File: config.mk
export PLATFORM = sky130hd
export DESIGN_NAME = ball_engine
export DESIGN_NICKNAME = d
export VERILOG_FILES = /design/src/rtl/ball_engine.sv
export SDC_FILE = /design/constraint.sdc
export NUM_CORES = 1
export LEC_CHECK = 0
export ABC_AREA = 1
export CAP_MARGIN = 10
export CORE_ASPECT_RATIO = 0.9
export CORE_UTILIZATION = 40
export CTS_BUF_LIST = sky130_fd_sc_hd__clkbuf_16
export DETAILED_ROUTE_END_ITERATION = 8
export PLACE_DENSITY_LB_ADDON = 0.2
export SLEW_MARGIN = 40
export SYNTH_ARGS = -nofsm -noshare
export SYNTH_HDL_FRONTEND = slang
export SYNTH_SLANG_ARGS = --single-unit
File: constraint.sdc
create_clock -name clk -period 3.2 [get_ports clk]
set_clock_uncertainty 0.15 [all_clocks]
set_input_delay 0.48 -clock clk [delete_from_list [all_inputs] [get_ports clk]]
set_output_delay 0.48 -clock clk [all_outputs]
set_load 0.1 [all_outputs]
File: src/rtl/ball_engine.sv
// ball_engine: pong ball motion, wall/paddle bounces, scoring and serve/point/game-over FSM.
// Optional feature macro BALL_ENGINE_SPEEDUP_EN: each valid paddle hit raises speed up to MAX_SPD.
module ball_engine #(
   parameter int X_W       = 10,
   parameter int Y_W       = 10,
   parameter int SCREEN_W  = 640,
   parameter int SCREEN_H  = 480,
   parameter int BALL_SZ   = 8,
   parameter int SPD_W     = 4,
   parameter int INIT_SPD  = 4,
   parameter int MAX_SPD   = 12,
   parameter int HOLD_FR   = 60,
   parameter int SCORE_W   = 4,
   parameter int WIN_SCORE = 9
) (
   input  logic               clk,
   input  logic               reset_n,
   input  logic               frame_tick,
   input  logic               serve,
   input  logic               hit_l,
   input  logic               hit_r,
   output logic [X_W-1:0]     ball_x,
   output logic [Y_W-1:0]     ball_y,
   output logic               dir_x,
   output logic               dir_y,
   output logic [SPD_W-1:0]   speed,
   output logic [SCORE_W-1:0] score_l,
   output logic [SCORE_W-1:0] score_r,
   output logic               point_l,
   output logic               point_r,
   output logic [1:0]         state
);
   localparam int                   XMAX      = SCREEN_W - BALL_SZ;
   localparam int                   YMAX      = SCREEN_H - BALL_SZ;
   localparam int                   HOLD_W    = $clog2(HOLD_FR + 1);
   localparam logic [X_W-1:0]       X_MID     = X_W'(XMAX / 2);
   localparam logic [Y_W-1:0]       Y_MID     = Y_W'(YMAX / 2);
   localparam logic [X_W-1:0]       X_LIM     = X_W'(XMAX);
   localparam logic [Y_W-1:0]       Y_LIM     = Y_W'(YMAX);
   localparam logic signed [X_W:0]  X_TOP     = (X_W + 1)'(XMAX);
   localparam logic signed [Y_W:0]  Y_TOP     = (Y_W + 1)'(YMAX);
   localparam logic [SPD_W-1:0]     SPD_INIT  = SPD_W'(INIT_SPD);
   localparam logic [SCORE_W-1:0]   SCORE_WIN = SCORE_W'(WIN_SCORE);

   if (MAX_SPD > (1 << SPD_W) - 1 || WIN_SCORE > (1 << SCORE_W) - 1) begin : g_bad_cfg
      $error("ball_engine: MAX_SPD or WIN_SCORE exceeds its register width");
   end

   typedef enum logic [1:0] {SERVE = 2'd0, PLAY = 2'd1, POINT = 2'd2, OVER = 2'd3} state_t;

   state_t                st, st_d;
   logic [X_W-1:0]        x_d;
   logic [Y_W-1:0]        y_d;
   logic                  dx_d, dy_d, pl_d, pr_d;
   logic [SCORE_W-1:0]    sl_d, sr_d;
   logic [HOLD_W-1:0]     hold, hold_d;
   logic                  hit_ok, ndx;
   logic [SPD_W-1:0]      nspd;
   logic signed [X_W:0]   nx, sx;
   logic signed [Y_W:0]   ny, sy;

   assign state  = st;
   assign hit_ok = dir_x ? hit_r : hit_l;
   assign ndx    = dir_x ^ hit_ok;

`ifdef BALL_ENGINE_SPEEDUP_EN
   logic [SPD_W-1:0] spd_d;
   assign nspd = (hit_ok && speed < SPD_W'(MAX_SPD)) ? speed + SPD_W'(1) : speed;
`else
   assign speed = SPD_INIT;
   assign nspd  = speed;
`endif

   assign sx = $signed({{(X_W + 1 - SPD_W){1'b0}}, nspd});
   assign sy = $signed({{(Y_W + 1 - SPD_W){1'b0}}, nspd});
   assign nx = ndx ? $signed({1'b0, ball_x}) + sx : $signed({1'b0, ball_x}) - sx;
   assign ny = dir_y ? $signed({1'b0, ball_y}) + sy : $signed({1'b0, ball_y}) - sy;

   // next-state and datapath update for the serve/play/point/over sequence
   always_comb begin
      st_d   = st;
      x_d    = ball_x;
      y_d    = ball_y;
      dx_d   = dir_x;
      dy_d   = dir_y;
      sl_d   = score_l;
      sr_d   = score_r;
      pl_d   = 1'b0;
      pr_d   = 1'b0;
      hold_d = hold;
`ifdef BALL_ENGINE_SPEEDUP_EN
      spd_d  = speed;
`endif
      case (st)
         SERVE: if (serve) st_d = PLAY;
         PLAY: if (frame_tick) begin
            dx_d = ndx;
`ifdef BALL_ENGINE_SPEEDUP_EN
            spd_d = nspd;
`endif
            y_d  = ny[Y_W] ? '0 : (ny > Y_TOP) ? Y_LIM : ny[Y_W-1:0];
            dy_d = ny[Y_W] ? 1'b1 : (ny > Y_TOP) ? 1'b0 : dir_y;
            if (!hit_ok && nx[X_W]) begin
               x_d    = '0;
               sr_d   = score_r + SCORE_W'(1);
               pr_d   = 1'b1;
               hold_d = '0;
               st_d   = (sr_d == SCORE_WIN) ? OVER : POINT;
            end else if (!hit_ok && nx > X_TOP) begin
               x_d    = X_LIM;
               sl_d   = score_l + SCORE_W'(1);
               pl_d   = 1'b1;
               hold_d = '0;
               st_d   = (sl_d == SCORE_WIN) ? OVER : POINT;
            end else begin
               x_d = nx[X_W-1:0];
            end
         end
         // dir_x still points at the side that conceded, so it is simply kept
         POINT: if (frame_tick) begin
            hold_d = hold + HOLD_W'(1);
            if (hold == HOLD_W'(HOLD_FR - 1)) begin
               x_d  = X_MID;
               y_d  = Y_MID;
               st_d = SERVE;
`ifdef BALL_ENGINE_SPEEDUP_EN
               spd_d = SPD_INIT;
`endif
            end
         end
         OVER: if (serve) begin
            sl_d = '0;
            sr_d = '0;
            x_d  = X_MID;
            y_d  = Y_MID;
            dx_d = 1'b0;
            st_d = SERVE;
`ifdef BALL_ENGINE_SPEEDUP_EN
            spd_d = SPD_INIT;
`endif
         end
         default: ;
      endcase
   end

   // state register
   always_ff @(posedge clk or negedge reset_n) begin
      if (!reset_n) st <= SERVE;
      else          st <= st_d;
   end

   // ball, score, pulse and hold registers
   always_ff @(posedge clk or negedge reset_n) begin
      if (!reset_n) begin
         ball_x  <= X_MID;
         ball_y  <= Y_MID;
         dir_x   <= 1'b0;
         dir_y   <= 1'b0;
         score_l <= '0;
         score_r <= '0;
         point_l <= 1'b0;
         point_r <= 1'b0;
         hold    <= '0;
`ifdef BALL_ENGINE_SPEEDUP_EN
         speed   <= SPD_INIT;
`endif
      end else begin
         ball_x  <= x_d;
         ball_y  <= y_d;
         dir_x   <= dx_d;
         dir_y   <= dy_d;
         score_l <= sl_d;
         score_r <= sr_d;
         point_l <= pl_d;
         point_r <= pr_d;
         hold    <= hold_d;
`ifdef BALL_ENGINE_SPEEDUP_EN
         speed   <= spd_d;
`endif
      end
   end
endmodule

# Yosys cells after proc, flatten, opt, wreduce, memory -nomap -nowiden
# Index checks and enable logic that the tools add are counted.
# W data, S select, Z words.
[word_totals]
ff_bits = 40
input_bits = 6
output_inout_bits = 38
[op_classes]
n_addsub = 7
n_lt_le_gt_ge = 2
n_eq_ne = 15
mux = 52
bitwise_logic = 1
n_reduce_logical = 15
[op_table]
columns = ["cell", "n"]
rows = [
  ["$mux W10", 12],
  ["$pmux W10 S3", 2],
  ["$mux W4", 6],
  ["$mux W6", 4],
  ["$add A10 B3 Y11 const B", 2],
  ["$mux W11", 2],
  ["$sub A10 B3 Y11 const B", 2],
  ["$ne A2 B2 Y1 const B", 8],
  ["$pmux W4 S2", 2],
  ["$mux W1", 14],
  ["$mux W2", 7],
  ["$pmux W6 S2", 1],
  ["$gt A11 B10 Y1 const B", 1],
  ["$gt A11 B11 Y1 const B", 1],
  ["$reduce_and A5 Y1", 2],
  ["$add A4 B1 Y4 const B", 2],
  ["$eq A4 B4 Y1 const B", 2],
  ["$pmux W2 S4", 1],
  ["$reduce_and A4 Y1", 2],
  ["$add A6 B1 Y6 const B", 1],
  ["$eq A6 B6 Y1 const B", 1],
  ["$reduce_and A3 Y1", 2],
  ["$reduce_and A6 Y1", 1],
  ["$reduce_bool A2 Y1", 3],
  ["9 further kinds", 11],
]

# Depth between registers and ports, before layout
[logic_depth]
ltp_word = 9
mapped_depth = 20
mapped_depth_nobuf = 20

# Worst setup path before layout
# No wires, ideal clock.
[synth_path]
path_kind = "reg-to-reg"
from = "register dir_y"
to = "register ball_y[3]"
setup_time_ns = 0.072
arrival_ns = 2.871
required_ns = 2.978
setup_slack_ns = 0.107
stages_incl_launch_ff = 15
path_buffers = 0
path_cell_list = "dfrtp_1 inv_1 ha_1 nand3_1 nand3_1 a21oi_1 o21ai_0 nand2_1 nand2_1 xor2_1 nand2_1 nand2_1 nand3_1 nand2_1 inv_1"
[synth_via]
elab_chain_len = 6
[synth_rtl]
columns = ["item", "line", "text"]
rows = [
  ["from (decl)", "25", "output logic dir_y,"],
  ["from (signal assigned)", "171", "dir_y <= dy_d;"],
  ["$mux W11 (*)", "77", "assign ny = dir_y ? $signed({1'b0, ball_y}) + sy : $signed({1'b0, ball_y}) - sy;"],
  ["$gt A11 B10 Y1", "101", "y_d = ny[Y_W] ? '0 : (ny > Y_TOP) ? Y_LIM : ny[Y_W-1:0];"],
  ["$mux W10", "101", ""],
  ["$mux W10 (*)", "101", ""],
  ["$mux W10 (*)", "96", "PLAY: if (frame_tick) begin"],
  ["$pmux W10 S3 (*)", "94", "case (st)"],
  ["to (signal assigned)", "169", "ball_y <= y_d;"],
  ["to (decl)", "23", "output logic [Y_W-1:0] ball_y,"],
]
# Every way passes the cells marked *; elsewhere a longest branch is shown, timed or not. The select of a mux whose other input is x is not followed.
# A chain may end at the register's enable or synchronous reset.

# Final worst setup path
[layout_path]
from = "input port hit_r"
to = "register hold[3]"
[layout_via]
elab_chain_len = 7
elab_cells_between_ends = 12
classes_between = "1 x order compare; 1 x eq/ne; 5 x mux; 1 x bitwise; 4 x reduce/logical"
[layout_rtl]
columns = ["item", "line", "text"]
rows = [
  ["from (decl)", "21", "input logic hit_r,"],
  ["$mux W1 (*)", "63", "assign hit_ok = dir_x ? hit_r : hit_l;"],
  ["$xor A1 B1 Y1", "64", "assign ndx = dir_x ^ hit_ok;"],
  ["$mux W11", "76", "assign nx = ndx ? $signed({1'b0, ball_x}) + sx : $signed({1'b0, ball_x}) - sx;"],
  ["$gt A11 B11 Y1 / $logic_and A1 B1 Y1 (equally long branches)", "109, 103", ""],
  ["$logic_and A1 B1 Y1 / $mux W6 (equally long branches)", "109, 103", ""],
  ["$ne A3 B3 Y1 (no source line) / $mux W6 (equally long branches)", "-", ""],
  ["$reduce_and A4 Y1 (no source line) / $pmux W6 S2 (equally long branches)", "-", ""],
  ["to (signal assigned)", "176", "hold <= hold_d;"],
  ["to (decl)", "56", "logic [HOLD_W-1:0] hold, hold_d;"],
]
# Marked as above.

==> impl_metrics.tcl <==
set metrics [dict create \
    numCtsBuffers 5 \
    drtIter0Drc 111 \
    dr.pass1.iters 4 \
    synth-seq-cells 36 \
    path_clk_slew_ps 60 \
    final_nets 462 \
    synth_edf_count 0 \
    setup_viol 0 \
    maxCapViolations 0 \
    synth_flop_cell "dfrtp_1" \
    worst-slew-pin-transition_ps 592.7 \
    port_buffers 35 \
    place.gp.congestion 0.8293 \
    crit_arrival_ps 2940 \
    fp.dieH_microns 82.73 \
    track_usage_pct 17.90 \
    instances_no_fill 535 \
    yosys.area_share.adder_pct 6.739 \
    synth_cells 401 \
    slew_headroom_pct 60.44 \
    core_area_sq_mm 0.007039 \
    synth.avg_cell_area_sq_um 7.223 \
    reg2reg_from "dir_y" \
    slew_viol_final 0 \
    synth-compound-area-share_pct 9.762 \
    layout-drive-gt1-share_pct 21.95 \
    postSynth.asyncResetShare_pct 100.0 \
    cts-htree-levels 2 \
    die_area_sq_mm 0.007586 \
    reg2reg_slack_ps 440 \
    crit_path_end_kind "flip-flop" \
    synth_simple_gate_area_share_pct 36.80 \
    hold_viol 0 \
    clockBufferDepth 2 \
    grt_overflow_total 0 \
    grt_pass1_vias 2237 \
    num_vias 2540 \
    fin_crit_sh_pct 91.44 \
    synth.distinct_cells 38 \
    dp_hpwl_microns 4793 \
    clock_sink_count 36 \
    area_growth_syn_to_layout_pct 16.76 \
    critPathKind "input port to flip-flop" \
    diodes 0 \
    rr_endpoint "ball_y[7]" \
    top_layer "met4" \
    root_buffer "clkbuf_16" \
    cp.required_ps 3220 \
    ys_warn_count 0 \
    cts_tree "yes" \
    avgViaCountPerCell 4.748 \
    holdBufCountCts 0 \
    clk_latency_ps 270 \
    layout_min_cycle_time_ps 2926 \
    antenna_left 0 \
    route.detailed.drc 0 \
    initial_core_util_pct 41.15 \
    fp.dieW_microns 91.70 \
    worstSetupStartpointType "input port" \
    met3WireLength_microns 322 \
    num_rows 29 \
    syn_area_sq_mm 0.002897 \
    min_path_type "input port to async pin" \
    fmax_mhz 341.8 \
    synth_seq_area_share_pct 31.53 \
    grt_pass1_wl_microns 10820 \
    wl_met1_microns 3241 \
    grt_max_degree 37 \
    synth_top_family_by_area "simple AND/OR/NAND/NOR gates" \
    antenna_found_initial 0 \
    pin_count 44 \
    wire_per_inst_microns 11.75 \
    cp_max_fo 9 \
    outcome "completed" \
    synth.mux.area_fraction_pct 0 \
    dp.cells 524 \
    wl_met2_microns 2698 \
    reg2reg_depth 14 \
    finalWirelength_microns 6286 \
    synth_xor_area_share_pct 4.233 \
]
==> layout make-up <==
type,count,area [sq um]
fill,734,3657
inverter,57,214.0
multi-input combinational,302,1699
timing repair buffer,39,302.8
clock inverter,3,11.26
tap,93,116.4
clock buffer,5,125.1
sequential,36,913.4
==> metal layers <==
| layer | global-route usage [%] | vias to the layer above |
|---|---|---|
| met4 | 2.813 | 0 |
| met2 | 27.82 | 63 |
| met5 | 0 | - |
| met1 | 26.37 | 1122 |
| met3 | 3.205 | 4 |
| li1 | - | 1351 |
==> cells by family after synthesis <==
kind of cell / after synthesis
AND/OR/NAND/NOR: 221
buffers and inverters: 69
AO/OA/AOI/OAI: 44
flip-flops: 36
adder cells (fa/ha/maj): 15
XOR/XNOR: 14
other: 2
==> synth_stat cells, types with 5 or more instances <==
library cell  number  area share [%]
inv_2              5            0.65
dfrtp_1           26              22
xnor2_1            7             2.1
dfstp_2           10             9.1
a21oi_1           12             2.1
nand2_1          116              15
nand2_2           16             3.5
o21ai_0            8             1.4
nor2_1            21             2.7
nand4_1            6             1.3
inv_1             52             6.7
xor2_1             7             2.1
o21ai_1            7             1.2
nand3_1           38             6.6
buf_4              9             2.3
ha_1              14             6.0
nand2_4            5             1.9
==> worst max-delay path: stages <==
cell and delay, ps:
clkdlybuf4s50_1 480, inv_1 40, nand2_1 120, nand3_1 110, nand2_1 140, inv_1 60, ha_1 170, inv_1 50
nand2_1 100, nand3_1 130, nand2_1 80, nand2_1 110, nand2_1 110, nand2_1 90, nand3_2 80, nor2_4 140
nand2_4 110, nand3_4 130, nand2_4 80, nand2_1 70, nand2_1 50
==> state kept, by name, indices dropped and copies added, names as in the netlist <==
signal,cells
ball_x,8
ball_y,8
hold,6
score_l,4
score_r,4
state,2
dir_x,1
dir_y,1
point_l,1
point_r,1
==> cells in the final DEF, fill, tap and decap left out, drive strengths merged, types with 2 or more instances in the layout <==
cell type and n:
a41o 2, o21ai 19, conb 8, a21oi 13, clkbuf 5, nand3 44
o22ai 4, clkdlybuf4s50 4, xor2 7, or2 4, buf 35, xnor2 7
dfrtp 26, nand2 137, inv 59, o31ai 3, nand4 6, nor2 25
ha 14, nor3 2, dfstp 10
==> per-stage QoR <==
step	setup WS, ps	hold slack [ps]	area, sq um	setup TNS (ps)	utilization, %
2_1_floorplan	106.7	34.41	2919	0	-
3_3_place_gp	135.8	332.2	3218	0	45.72
3_5_place_dp	35.90	327.2	3221	0	45.75
4_1_cts	313.6	36.54	3357	0	47.69
5_1_grt	-20.17	52.69	3382	-44.34	48.04
6_report	274.0	11.92	3382	0	48.04
==> timing repair <==
| item | CTS | global route |
|---|---|---|
| setup buffers | 0 | 3 |
| gates resized for setup | 0 | 1 |
| setup endpoints to repair | 0 | 3 |
==> worst max path at each step <==
stage	from	endpoint	slack [ps]	cells past startpoint
finish	hit_r	hold[3]	270	21
floorplan	dir_y	ball_y[3]	110	14
global placement	hit_r	score_l[2]	140	21
global route	hit_r	hold[2]	-20	21
CTS	hit_r	hold[3]	310	21
detailed placement	hit_r	hold[3]	40	21
Power is not shown: default switching activity piles up to over one toggle a cycle in this logic, so the estimate is an artifact.
